--- config.mk ---
export PLATFORM = sky130hd
export DESIGN_NAME = fifo_stream_seq
export DESIGN_NICKNAME = d
export VERILOG_FILES = /design/src/rtl/fp_int_mac_pkg.sv /design/src/rtl/fifo_stream_seq_bit_serializer.sv /design/src/rtl/fifo_stream_seq.sv
export SDC_FILE = /design/constraint.sdc
export NUM_CORES = 1
export LEC_CHECK = 0
export BUFFER_PORTS_ARGS = -buffer_cell sky130_fd_sc_hd__buf_2
export CAP_MARGIN = 15
export CORE_ASPECT_RATIO = 0.7
export CORE_UTILIZATION = 35
export DETAILED_ROUTE_END_ITERATION = 10
export PLACE_DENSITY = 0.56
export SYNTH_ARGS = -nofsm -noshare
export SYNTH_HDL_FRONTEND = slang
export SYNTH_SLANG_ARGS = --single-unit
--- constraint.sdc ---
create_clock -name clk -period 10.5 [get_ports clk]
set_clock_uncertainty 0.2 [all_clocks]
set_input_delay 0.525 -clock clk [delete_from_list [all_inputs] [get_ports clk]]
set_output_delay 0.525 -clock clk [all_outputs]
set_load 0.01 [all_outputs]
--- src/rtl/fp_int_mac_pkg.sv ---
// Shared types and default sizes for the FP-INT MAC weight path.
package fp_int_mac_pkg;

  localparam int DEF_MAX_PREC = 8;
  localparam int DEF_NW_W     = 8;
  localparam int DEF_PREC_W   = 4;

  // S_LOAD/S_DRAIN are used by the strict build, S_STREAM by the overlap build.
  typedef enum logic [2:0] {
    S_IDLE   = 3'd0,
    S_LOAD   = 3'd1,
    S_DRAIN  = 3'd2,
    S_STREAM = 3'd3,
    S_DONE   = 3'd4
  } state_t;

endpackage

--- src/rtl/fifo_stream_seq_bit_serializer.sv ---
// Parallel-load shift register emitting prec_i bits LSB-first.
// A new word may load in the same cycle the previous word's last bit leaves.
module fifo_stream_seq_bit_serializer #(
  parameter int W  = 8,
  parameter int PW = 4
) (
  input  logic          clk,
  input  logic          rst,
  input  logic          clr_i,
  input  logic          allow_i,
  input  logic          in_valid_i,
  input  logic [W-1:0]  in_data_i,
  input  logic [PW-1:0] prec_i,
  input  logic          stall_i,
  output logic          in_ready_o,
  output logic          out_valid_o,
  output logic          out_bit_o,
  output logic          word_done_o
);

  logic [W-1:0]  shift_q, shift_d;
  logic [PW-1:0] idx_q, idx_d;
  logic          have_q, have_d;
  logic          fire;

  assign fire        = have_q & ~stall_i;
  assign word_done_o = fire & (idx_q == prec_i - PW'(1));
  assign in_ready_o  = allow_i & (~have_q | word_done_o);
  assign out_valid_o = have_q;
  assign out_bit_o   = shift_q[0];

  // Load beats shift: a load in the finishing cycle replaces the spent word.
  always_comb begin
    shift_d = shift_q;
    idx_d   = idx_q;
    have_d  = have_q;
    if (clr_i) begin
      shift_d = '0;
      idx_d   = '0;
      have_d  = 1'b0;
    end else if (in_valid_i && in_ready_o) begin
      shift_d = in_data_i;
      idx_d   = '0;
      have_d  = 1'b1;
    end else if (fire) begin
      shift_d = shift_q >> 1;
      idx_d   = idx_q + PW'(1);
      if (word_done_o) have_d = 1'b0;
    end
  end

  // Shift register state.
  always_ff @(posedge clk) begin
    if (!rst) begin
      shift_q <= '0;
      idx_q   <= '0;
      have_q  <= 1'b0;
    end else begin
      shift_q <= shift_d;
      idx_q   <= idx_d;
      have_q  <= have_d;
    end
  end

endmodule

--- src/rtl/fifo_stream_seq.sv ---
// Weight FIFO sequencer: serialises INT weight words into the bit FIFO,
// then drains it as a framed bit stream to the bit-serial MAC.
// FIFO_STREAM_OVERLAP_EN: merge LOAD and DRAIN into one STREAM state.
module fifo_stream_seq
  import fp_int_mac_pkg::*;
#(
  parameter int MAX_PREC = DEF_MAX_PREC,
  parameter int NW_W     = DEF_NW_W,
  parameter int PREC_W   = DEF_PREC_W
) (
  input  logic              clk,
  input  logic              rst,
  input  logic              start,
  input  logic [PREC_W-1:0] precision,
  input  logic [NW_W-1:0]   num_weights,
  input  logic              w_valid,
  output logic              w_ready,
  input  logic [MAX_PREC-1:0] w_data,
  output logic              fifo_wr_en,
  output logic              fifo_din,
  input  logic              fifo_full,
  output logic              fifo_rd_en,
  input  logic              fifo_dout,
  input  logic              fifo_empty,
  output logic              mac_valid,
  output logic              mac_bit,
  output logic              mac_first,
  output logic              mac_last,
  output logic              busy,
  output logic              done,
  output logic              err
);

  localparam int CNT_W = NW_W + PREC_W;

  state_t            state_q, state_d;
  logic [PREC_W-1:0] p_q, p_d, ph_q, ph_d;
  logic [NW_W-1:0]   n_q, n_d, wr_words_q, wr_words_d;
  logic [CNT_W-1:0]  total_q, total_d, rd_bits_q, rd_bits_d, ret_bits_q, ret_bits_d;
  logic              mac_vld_q, err_q, err_d;
  logic              legal, accept, write_st, read_st, allow, last_ret;
  logic              ser_have, ser_bit, word_done;

`ifdef FIFO_STREAM_OVERLAP_EN
  localparam state_t WR_ST = S_STREAM;
  localparam state_t RD_ST = S_STREAM;
`else
  localparam state_t WR_ST = S_LOAD;
  localparam state_t RD_ST = S_DRAIN;
`endif

  assign legal    = (precision != '0) && (precision <= PREC_W'(MAX_PREC)) && (num_weights != '0);
  assign accept   = (state_q == S_IDLE) && start && legal;
  assign write_st = (state_q == WR_ST);
  assign read_st  = (state_q == RD_ST);
  // While a word is still in flight it already counts against N.
  assign allow    = write_st && (ser_have ? (wr_words_q < n_q - NW_W'(1)) : (wr_words_q < n_q));
  assign last_ret = mac_vld_q && (ret_bits_q + CNT_W'(1) == total_q);

  fifo_stream_seq_bit_serializer #(.W(MAX_PREC), .PW(PREC_W)) u_ser (
    .clk        (clk),
    .rst        (rst),
    .clr_i      (accept),
    .allow_i    (allow),
    .in_valid_i (w_valid),
    .in_data_i  (w_data),
    .prec_i     (p_q),
    .stall_i    (fifo_full),
    .in_ready_o (w_ready),
    .out_valid_o(ser_have),
    .out_bit_o  (ser_bit),
    .word_done_o(word_done)
  );

  assign fifo_wr_en = ser_have & ~fifo_full;
  assign fifo_din   = fifo_wr_en & ser_bit;
  assign fifo_rd_en = read_st && !fifo_empty && (rd_bits_q < total_q);
  assign mac_valid  = mac_vld_q;
  assign mac_bit    = mac_vld_q & fifo_dout;
  assign mac_first  = mac_vld_q && (ph_q == '0);
  assign mac_last   = mac_vld_q && (ph_q == p_q - PREC_W'(1));
  assign busy       = (state_q != S_IDLE);
  assign done       = (state_q == S_DONE);
  assign err        = err_q;

  // Next-state, counters and framing phase.
  always_comb begin
    state_d    = state_q;
    p_d        = p_q;
    n_d        = n_q;
    total_d    = total_q;
    wr_words_d = wr_words_q;
    rd_bits_d  = rd_bits_q;
    ret_bits_d = ret_bits_q;
    ph_d       = ph_q;
    err_d      = 1'b0;
    if (word_done)  wr_words_d = wr_words_q + NW_W'(1);
    if (fifo_rd_en) rd_bits_d  = rd_bits_q + CNT_W'(1);
    if (mac_vld_q) begin
      ret_bits_d = ret_bits_q + CNT_W'(1);
      ph_d       = (ph_q == p_q - PREC_W'(1)) ? '0 : ph_q + PREC_W'(1);
    end
    case (state_q)
      S_IDLE: begin
        if (start && !legal) err_d = 1'b1;
        if (accept) begin
          p_d        = precision;
          n_d        = num_weights;
          total_d    = CNT_W'(num_weights) * CNT_W'(precision);
          wr_words_d = '0;
          rd_bits_d  = '0;
          ret_bits_d = '0;
          ph_d       = '0;
          state_d    = WR_ST;
        end
      end
`ifdef FIFO_STREAM_OVERLAP_EN
      S_STREAM: if (last_ret && (wr_words_d == n_q)) state_d = S_DONE;
`else
      S_LOAD:   if (wr_words_d == n_q) state_d = S_DRAIN;
      S_DRAIN:  if (last_ret) state_d = S_DONE;
`endif
      S_DONE:   state_d = S_IDLE;
      default:  state_d = S_IDLE;
    endcase
  end

  // State and counter registers.
  always_ff @(posedge clk) begin
    if (!rst) begin
      state_q    <= S_IDLE;
      p_q        <= '0;
      n_q        <= '0;
      total_q    <= '0;
      wr_words_q <= '0;
      rd_bits_q  <= '0;
      ret_bits_q <= '0;
      ph_q       <= '0;
      mac_vld_q  <= 1'b0;
      err_q      <= 1'b0;
    end else begin
      state_q    <= state_d;
      p_q        <= p_d;
      n_q        <= n_d;
      total_q    <= total_d;
      wr_words_q <= wr_words_d;
      rd_bits_q  <= rd_bits_d;
      ret_bits_q <= ret_bits_d;
      ph_q       <= ph_d;
      mac_vld_q  <= fifo_rd_en;
      err_q      <= err_d;
    end
  end

endmodule
==> summary.md, run 1 <==
| Metric | Value |
|---|---|
| Status | finished, violations left |
| Failing checks | design-rule violations |
| Max H-tree Level | 3 |
| Global-route wire length before repair | 21.05 mm |
| Total grt overflow | 0 |
| HP Class | input port to flip-flop |
| Netlist Area Pre-Place | 0.005508 mm2 |
| Setup crit start kind | input port |
| Crit path DAT | 3.83 ns |
| Initial antenna violation count | 0 |
| Share of layout cells above drive strength 1 | 0.09091 |
| Die area | 0.01625 mm2 |
| Initial Utilization | 0.3661 |
| M2 GR Usage | 0.2444 |
| Antenna cells | 0 |
| Power density over cell area | 130.8 mW/mm2 |
| IR drop worst, VDD | 0.06565 mV |
| Final period utilization | 0.3607 |
| Sequential area share after synthesis | 0.2835 |
| Met3 Use GR | 0.03476 |
| Busiest grt layer | met2 |
| Final min period | 3.787 ns |
| M1 GR Usage | 0.2341 |
| Avg Inst Size Synth | 8.282 um2 |
| Max Fanout on Critical Path | 10 |
| CTS Buf Count | 9 |
| Routed Antenna Nets | 0 |
| Average wire per standard cell | 14.21 um |
| Worst Max-Slew Pin Slew | 0.8916 ns |
| Die Span X | 151.9 um |
| Die extent in y | 107.0 um |
| Worst Path Class, Setup | input port to flip-flop |
| Post_cts resized | 0 |
| EDFF count, synth | 0 |
| Clock Tree Root | clkbuf_16 |
| Max Slew Vio Count | 0 |
| 1st-iter DRT viols | 277 |
| Slew HR | 0.4042 |
| TritonCTS Sinks | 78 |
| Clock Latency Late Sink | 0.34 ns |
| WL final | 12.62 mm |
| Vias per cell | 5.102 |
| Hold slack final | 0.2402 ns |
| Dominant synthesized flop cell | dfxtp_1 |
| Unrepaired setup endpoints after global routing | false |
| Pre-antenna DRT Iters | 7 |
| Residual DRC count | 9 |
| Fillers | 1513 |
| P_leak | 2.601 nW |
| Vias in the first global route | 4288 |
| Ports | 38 |
| Global placer's final weighted congestion | 0.8638 |
| Core area | 0.01505 mm2 |
| Yosys reg bits | 78 |
| Setup TNS | 0 ns |
| CP Capture Type | flip-flop |
| Clock transition at the registers of the reported paths | 0.06 ns |
| Mapped Cells | 665 |
| Synthesis-to-layout area growth | 11.54% |
| Synth cell types | 53 |
| Yosys warnings | 0 |
| All-Layer GR Usage | 0.1627 |
| Worst Path Required | 10.54 ns |
| Post-Synthesis Net Count | 753 |
| Core Rows | 37 |
| Final hold viol count | 0 |
| Async SR Flop Fraction | 0 |
| Max clock buf depth | 2 |
| Hold buffer count at cts | 0 |
| Via count | 4531 |
| Postcts setup bufs | 0 |
| CTS tree | built |
| Largest net degree at the start of global routing | 28 |
| Dpl hpwl | 9.777 mm |
| Final Setup Violations | 0 |
| Max-cap violations | 0 |
| Pwr Total | 0.0008037 W |
| Fmax | 0.2641 GHz |
| Worst reg2reg setup slack | 7.19 ns |
| Final #Nets | 776 |
| PortBufs | 37 |
-- Yosys cell counts, drive strengths merged (2+ instances only) --
cell / number / area [um2]
dfxtp: 78 / 1562
and3: 10 / 62.56
nor2b: 4 / 25.02
nand3: 23 / 115.1
clkbuf: 27 / 102.6
nor3: 19 / 106.4
o31ai: 9 / 67.56
o21a: 7 / 52.55
o21ai: 9 / 45.04
nor4b: 2 / 32.53
nand2b: 2 / 12.51
a21oi: 36 / 180.2
mux2i: 9 / 90.09
o211ai: 3 / 22.52
inv: 49 / 183.9
ha: 49 / 613.1
xnor2: 34 / 297.8
and4: 5 / 43.79
fa: 12 / 240.2
o21bai: 2 / 15.01
and2: 32 / 204.0
xor2: 44 / 385.4
a21o: 7 / 52.55
nor2: 58 / 217.7
nand2: 77 / 289.0
a211oi: 7 / 52.55
xnor3: 3 / 67.56
a31oi: 4 / 25.02
nor4: 3 / 18.77
nand4: 23 / 143.9
or3: 2 / 17.52
-- cell type report --
type	count	area (um2)	share of cell area
Clock buffer	12	256.5	0.04175
Sequential cell	78	1562	0.2542
Multi-Input combinational cell	509	3641	0.5927
Inverter	50	187.7	0.03055
Timing Repair Buffer	40	207.7	0.03381
Clock inverter	4	45.04	0.007332
Tap cell	195	244.0	0.03971
-- layout by cell type (no fill, tap or decap), types with 18 or more instances in the layout --
cell type,n
buf_2,37
nand2_1,77
dfxtp_1,78
a21oi_1,36
nor3_1,18
nand3_1,23
xor2_1,44
ha_1,49
and2_1,30
inv_1,49
nand4_1,23
nor2_1,58
xnor2_1,34
-- stage by stage --
stage,instances,cell area (um2),util,setup WS (ns)
3_5_place_dp,872,5842,0.3883,6.366
4_1_cts,888,6143,0.4083,6.718
6_report,888,6143,0.4083,6.713
2_1_floorplan,665,5508,-,6.546
5_1_grt,888,6143,0.4083,6.474
3_3_place_gp,872,5842,0.3883,6.458
-- final timing paths --
check | startpoint | to | depth (start not counted)
setup / recovery | precision[3] | total_q[11] | 14
setup reg to reg | p_q[0] | state_q[0] | 10
hold / removal | start | err | 3
hold reg to reg | n_q[7] | n_q[7] | 2
-- critical path: stages --
cell	delay (ns)
buf_2	0.18
nand2_1	0.10
fa_1	0.53
inv_1	0.05
fa_1	0.49
ha_1	0.31
a21o_1	0.17
a21oi_1	0.22
o21bai_1	0.12
a2111o_1	0.44
a311oi_1	0.29
xnor2_1	0.16
nand2_1	0.06
a21oi_1	0.16
-- logic make-up (layout without fill, tap and decap cells) --
kind of cell	Yosys count	in the layout	share of synthesized area
AND/OR/NAND/NOR	266	266	0.2433
AO/OA/AOI/OAI	92	92	0.1102
XOR/XNOR	81	81	0.1363
flip-flops	78	78	0.2835
buffers and inverters	78	106	0.05543
adder cells (fa/ha/maj)	61	61	0.1549
multiplexers	9	9	0.01636
-- where the power goes --
part / total (W) / switching [W] / internal [W]
combinational: 0.000168 / 0.0000970 / 0.0000714
sequential: 0.000321 / 0.0000148 / 0.000306
clock: 0.000315 / 0.000119 / 0.000196
-- state kept, by name, indices dropped and copies added (netlist names) --
name	count
rd_bits_q	12
u_ser.shift_q	8
state_q	3
ph_q	4
total_q	12
err	1
u_ser.out_valid_o	1
ret_bits_q	12
u_ser.idx_q	4
p_q	4
mac_valid	1
n_q	8
wr_words_q	8
-- routing by layer --
| metal | up-vias | part of all wire |
|---|---|---|
| met2 | 92 | 0.40 |
| met4 | 0 | 0.011 |
| li1 | 2302 | - |
| met1 | 2126 | 0.55 |
| met3 | 11 | 0.047 |
| met5 | - | 0 |
(Power assumes the default switching activity.)
==> run 2, diff against run 1 <==
--- a/config.mk
+++ b/config.mk
@@ -10,7 +10,7 @@
 export CORE_ASPECT_RATIO = 0.7
 export CORE_UTILIZATION = 35
 export DETAILED_ROUTE_END_ITERATION = 10
-export PLACE_DENSITY = 0.56
+export PLACE_DENSITY = 0.58
 export SYNTH_ARGS = -nofsm -noshare
 export SYNTH_HDL_FRONTEND = slang
 export SYNTH_SLANG_ARGS = --single-unit
==> constraint.sdc (replaced) <==
create_clock -name clk -period 3.4 [get_ports clk]
set_clock_uncertainty 0.2 [all_clocks]
set_input_delay 0.17 -clock clk [delete_from_list [all_inputs] [get_ports clk]]
set_output_delay 0.17 -clock clk [all_outputs]
set_load 0.01 [all_outputs]
==> run 2 against run 1 <==
  * The flow still finishes with violations (design-rule violations)
  * Sequential share of layout area fell by 2.0 points
  * Register-to-register slack worse by 7.1 ns
  * Critical path depth down 3
  * Via count is 4.1% higher
  * Combinational power rose to 3.6 times the previous value
  * Worst setup slack got worse by 6.6 ns
  * Die area did not move
  * Wire length rose by 4.2%
  * Non-clock buffer count up 52
  * Largest cell class unchanged
  * Highest routed layer unchanged
==> summary.md, run 2 (synthesis results as in run 1) <==
| Metric | Value |
|---|---|
| Crit-path slowest cell | dlygate4sd3_1 |
| Via count | 4717 |
| Pre-CTS WS | -0.1240 ns |
| Largest net degree at the start of global routing | 27 |
| Final hold viol count | 0 |
| Clock transition at the registers of the reported paths | 0.06 ns |
| Share of layout cells above drive strength 1 | 0.1302 |
| Largest regs | rd_bits_q (12), ret_bits_q (12), total_q (12) |
| PortBufs | 37 |
| Global-route wire length before repair | 22.70 mm |
| Commonest non-fill, non-tap cell in the layout | nand2_1 |
| Sw frac | 0.2724 |
| Worst setup margin | 0.09805 ns |
| Ports | 38 |
| Die area | 0.01625 mm2 |
| CTS tree | built |
| Internal Pwr Total | 0.001981 W |
| Worst Max-Slew Pin Slew | 0.6586 ns |
| Routed Antenna Nets | 0 |
| Power density over cell area | 407.8 mW/mm2 |
| Antenna cells | 0 |
| Commonest cells after routing, fill and taps aside | nand2_1 (77), dfxtp_1 (75), nor2_1 (58), inv_1 (49), ha_1 (48) |
| Status | finished, violations left |
| Die Span X | 151.9 um |
| Core area | 0.01505 mm2 |
| HP Class | input port to flip-flop |
| IR drop worst, VDD | 0.2079 mV |
| Cell Chain, Critical Path | inv_1 -> ha_1 -> xor2_1 -> nand2_1 -> or4b_4 -> or3_4 -> o2bb2ai_4 -> buf_4 -> nand4_1 -> dlygate4sd3_1 -> o31ai_1 |
| Crit path DAT | 3.35 ns |
| Dpl hpwl | 9.967 mm |
| Initial Utilization | 0.3661 |
| Hold slack final | 0.03655 ns |
| Inst Count DP | 895 |
| WL final | 13.15 mm |
| Reg power frac | 0.363 |
| Clock Latency Late Sink | 0.34 ns |
| Synthesis-to-layout area growth | 21.22% |
| Combinational power share | 0.220 |
| Pwr Total | 0.002723 W |
| Residual DRC count | 12 |
| Fmax | 0.3029 GHz |
| Clock Tree Root | clkbuf_16 |
| Final Setup Violations | 0 |
| Core Rows | 37 |
| Vias per cell | 5.018 |
| Vias in the first global route | 4690 |
| Max Fanout on Critical Path | 5 |
| Total grt overflow | 0 |
| Switch Pwr | 0.0007416 W |
| Largest stage delay, worst path | 0.59 ns |
| Max clock buf depth | 2 |
| Setup TNS | 0 ns |
| All-Layer GR Usage | 0.1745 |
| Final #Nets | 828 |
| 1st-iter DRT viols | 246 |
| Final min period | 3.302 ns |
| CP Buf/Inv Count | 3 |
| Die extent in y | 107.0 um |
| Max H-tree Level | 3 |
| Cell Count, Final, Fillers Out | 940 |
| Initial antenna violation count | 0 |
| TritonCTS Sinks | 78 |
| Slew HR | 0.5597 |
| Failing checks | design-rule violations |
| Top delay family on crit path | simple AND/OR/NAND/NOR gates |
| P_leak | 2.845 nW |
| CP Capture Type | flip-flop |
| Worst Path Required | 3.45 ns |
| Final period utilization | 0.9712 |
| Average wire per standard cell | 13.99 um |
| Fillers | 1452 |
| CTS Buf Count | 9 |
| Pre-antenna DRT Iters | 8 |
| Global placer's final weighted congestion | 0.8253 |
| Max Slew Vio Count | 0 |
| Max-cap violations | 0 |
| Setup crit start kind | flip-flop |
| Clk network pwr share | 0.417 |
| Worst Path Class, Setup | flip-flop to flip-flop |
[run 2: changes by cell type in the layout (fill, tap and decap cells not counted), sizes merged]
cell         before  now
dlygate4sd3       0   24
buf              40   68
clkbuf           12   13
bufinv            1    3
clkinv            4    1
[run 2: path summary, 6_finish.rpt]
check | cells after the start | slack, ns | startpoint | endpoint
worst max-delay path | 11 | 0.1 | p_q[1] | u_ser.shift_q[5]
worst min-delay path | 4 | 0.04 | num_weights[0] | n_q[0]
worst max register to register | 11 | 0.1 | p_q[1] | u_ser.shift_q[5]
worst min register to register | 2 | 0.29 | n_q[7] | n_q[7]
[run 2: what timing repair did]
item / in CTS / in global routing
hold buffers: 24 / 0
resized for setup: 0 / 7
setup endpoints to repair: 0 / 8
endpoints found under the hold margin: 16 / 0
buffers inserted: 0 / 5
[run 2: layout make-up]
type                            instances  area (um2)  area share
Clock inverter                          3       90.09     0.01349
Inverter                               50       187.7     0.02811
Multi-Input combinational cell        509        3671      0.5499
Sequential cell                        78        1565      0.2344
Tap cell                              195       244.0     0.03654
Clock buffer                           13       260.3     0.03898
Timing Repair Buffer                   92       658.1     0.09858
[run 2: layer usage]
layer / GRT usage / vias to the layer above / part of all wire
li1: - / 2406 / -
met1: 0.2439 / 2191 / 0.52
met2: 0.2682 / 108 / 0.42
met3: 0.04204 / 12 / 0.052
met4: 0.04519 / 0 / 0.010
met5: 0 / - / 0
[run 2: metrics by stage]
stage	util	instance area (um2)
finish	0.4437	6676
global route	0.4437	6676
CTS	0.4405	6628
detailed placement	0.4012	6037
global placement	0.4012	6037
floorplan	-	5537
[run 2: worst min-delay path: cells and delay by family]
family	cells	cell delay [ns]
compound gates	1	0.05
buf+inv	2	0.27
simple gates	1	0.05
[run 2: power groups by stage]
stage	Clock (W)	Combinational [W]	Sequential, W
floorplan	0	0.000420	0.000989
global placement	0	0.000559	0.00101
detailed placement	0	0.000576	0.00101
CTS	0.00117	0.000598	0.000986
global route	0.00120	0.000686	0.000992
finish	0.00114	0.000598	0.000989
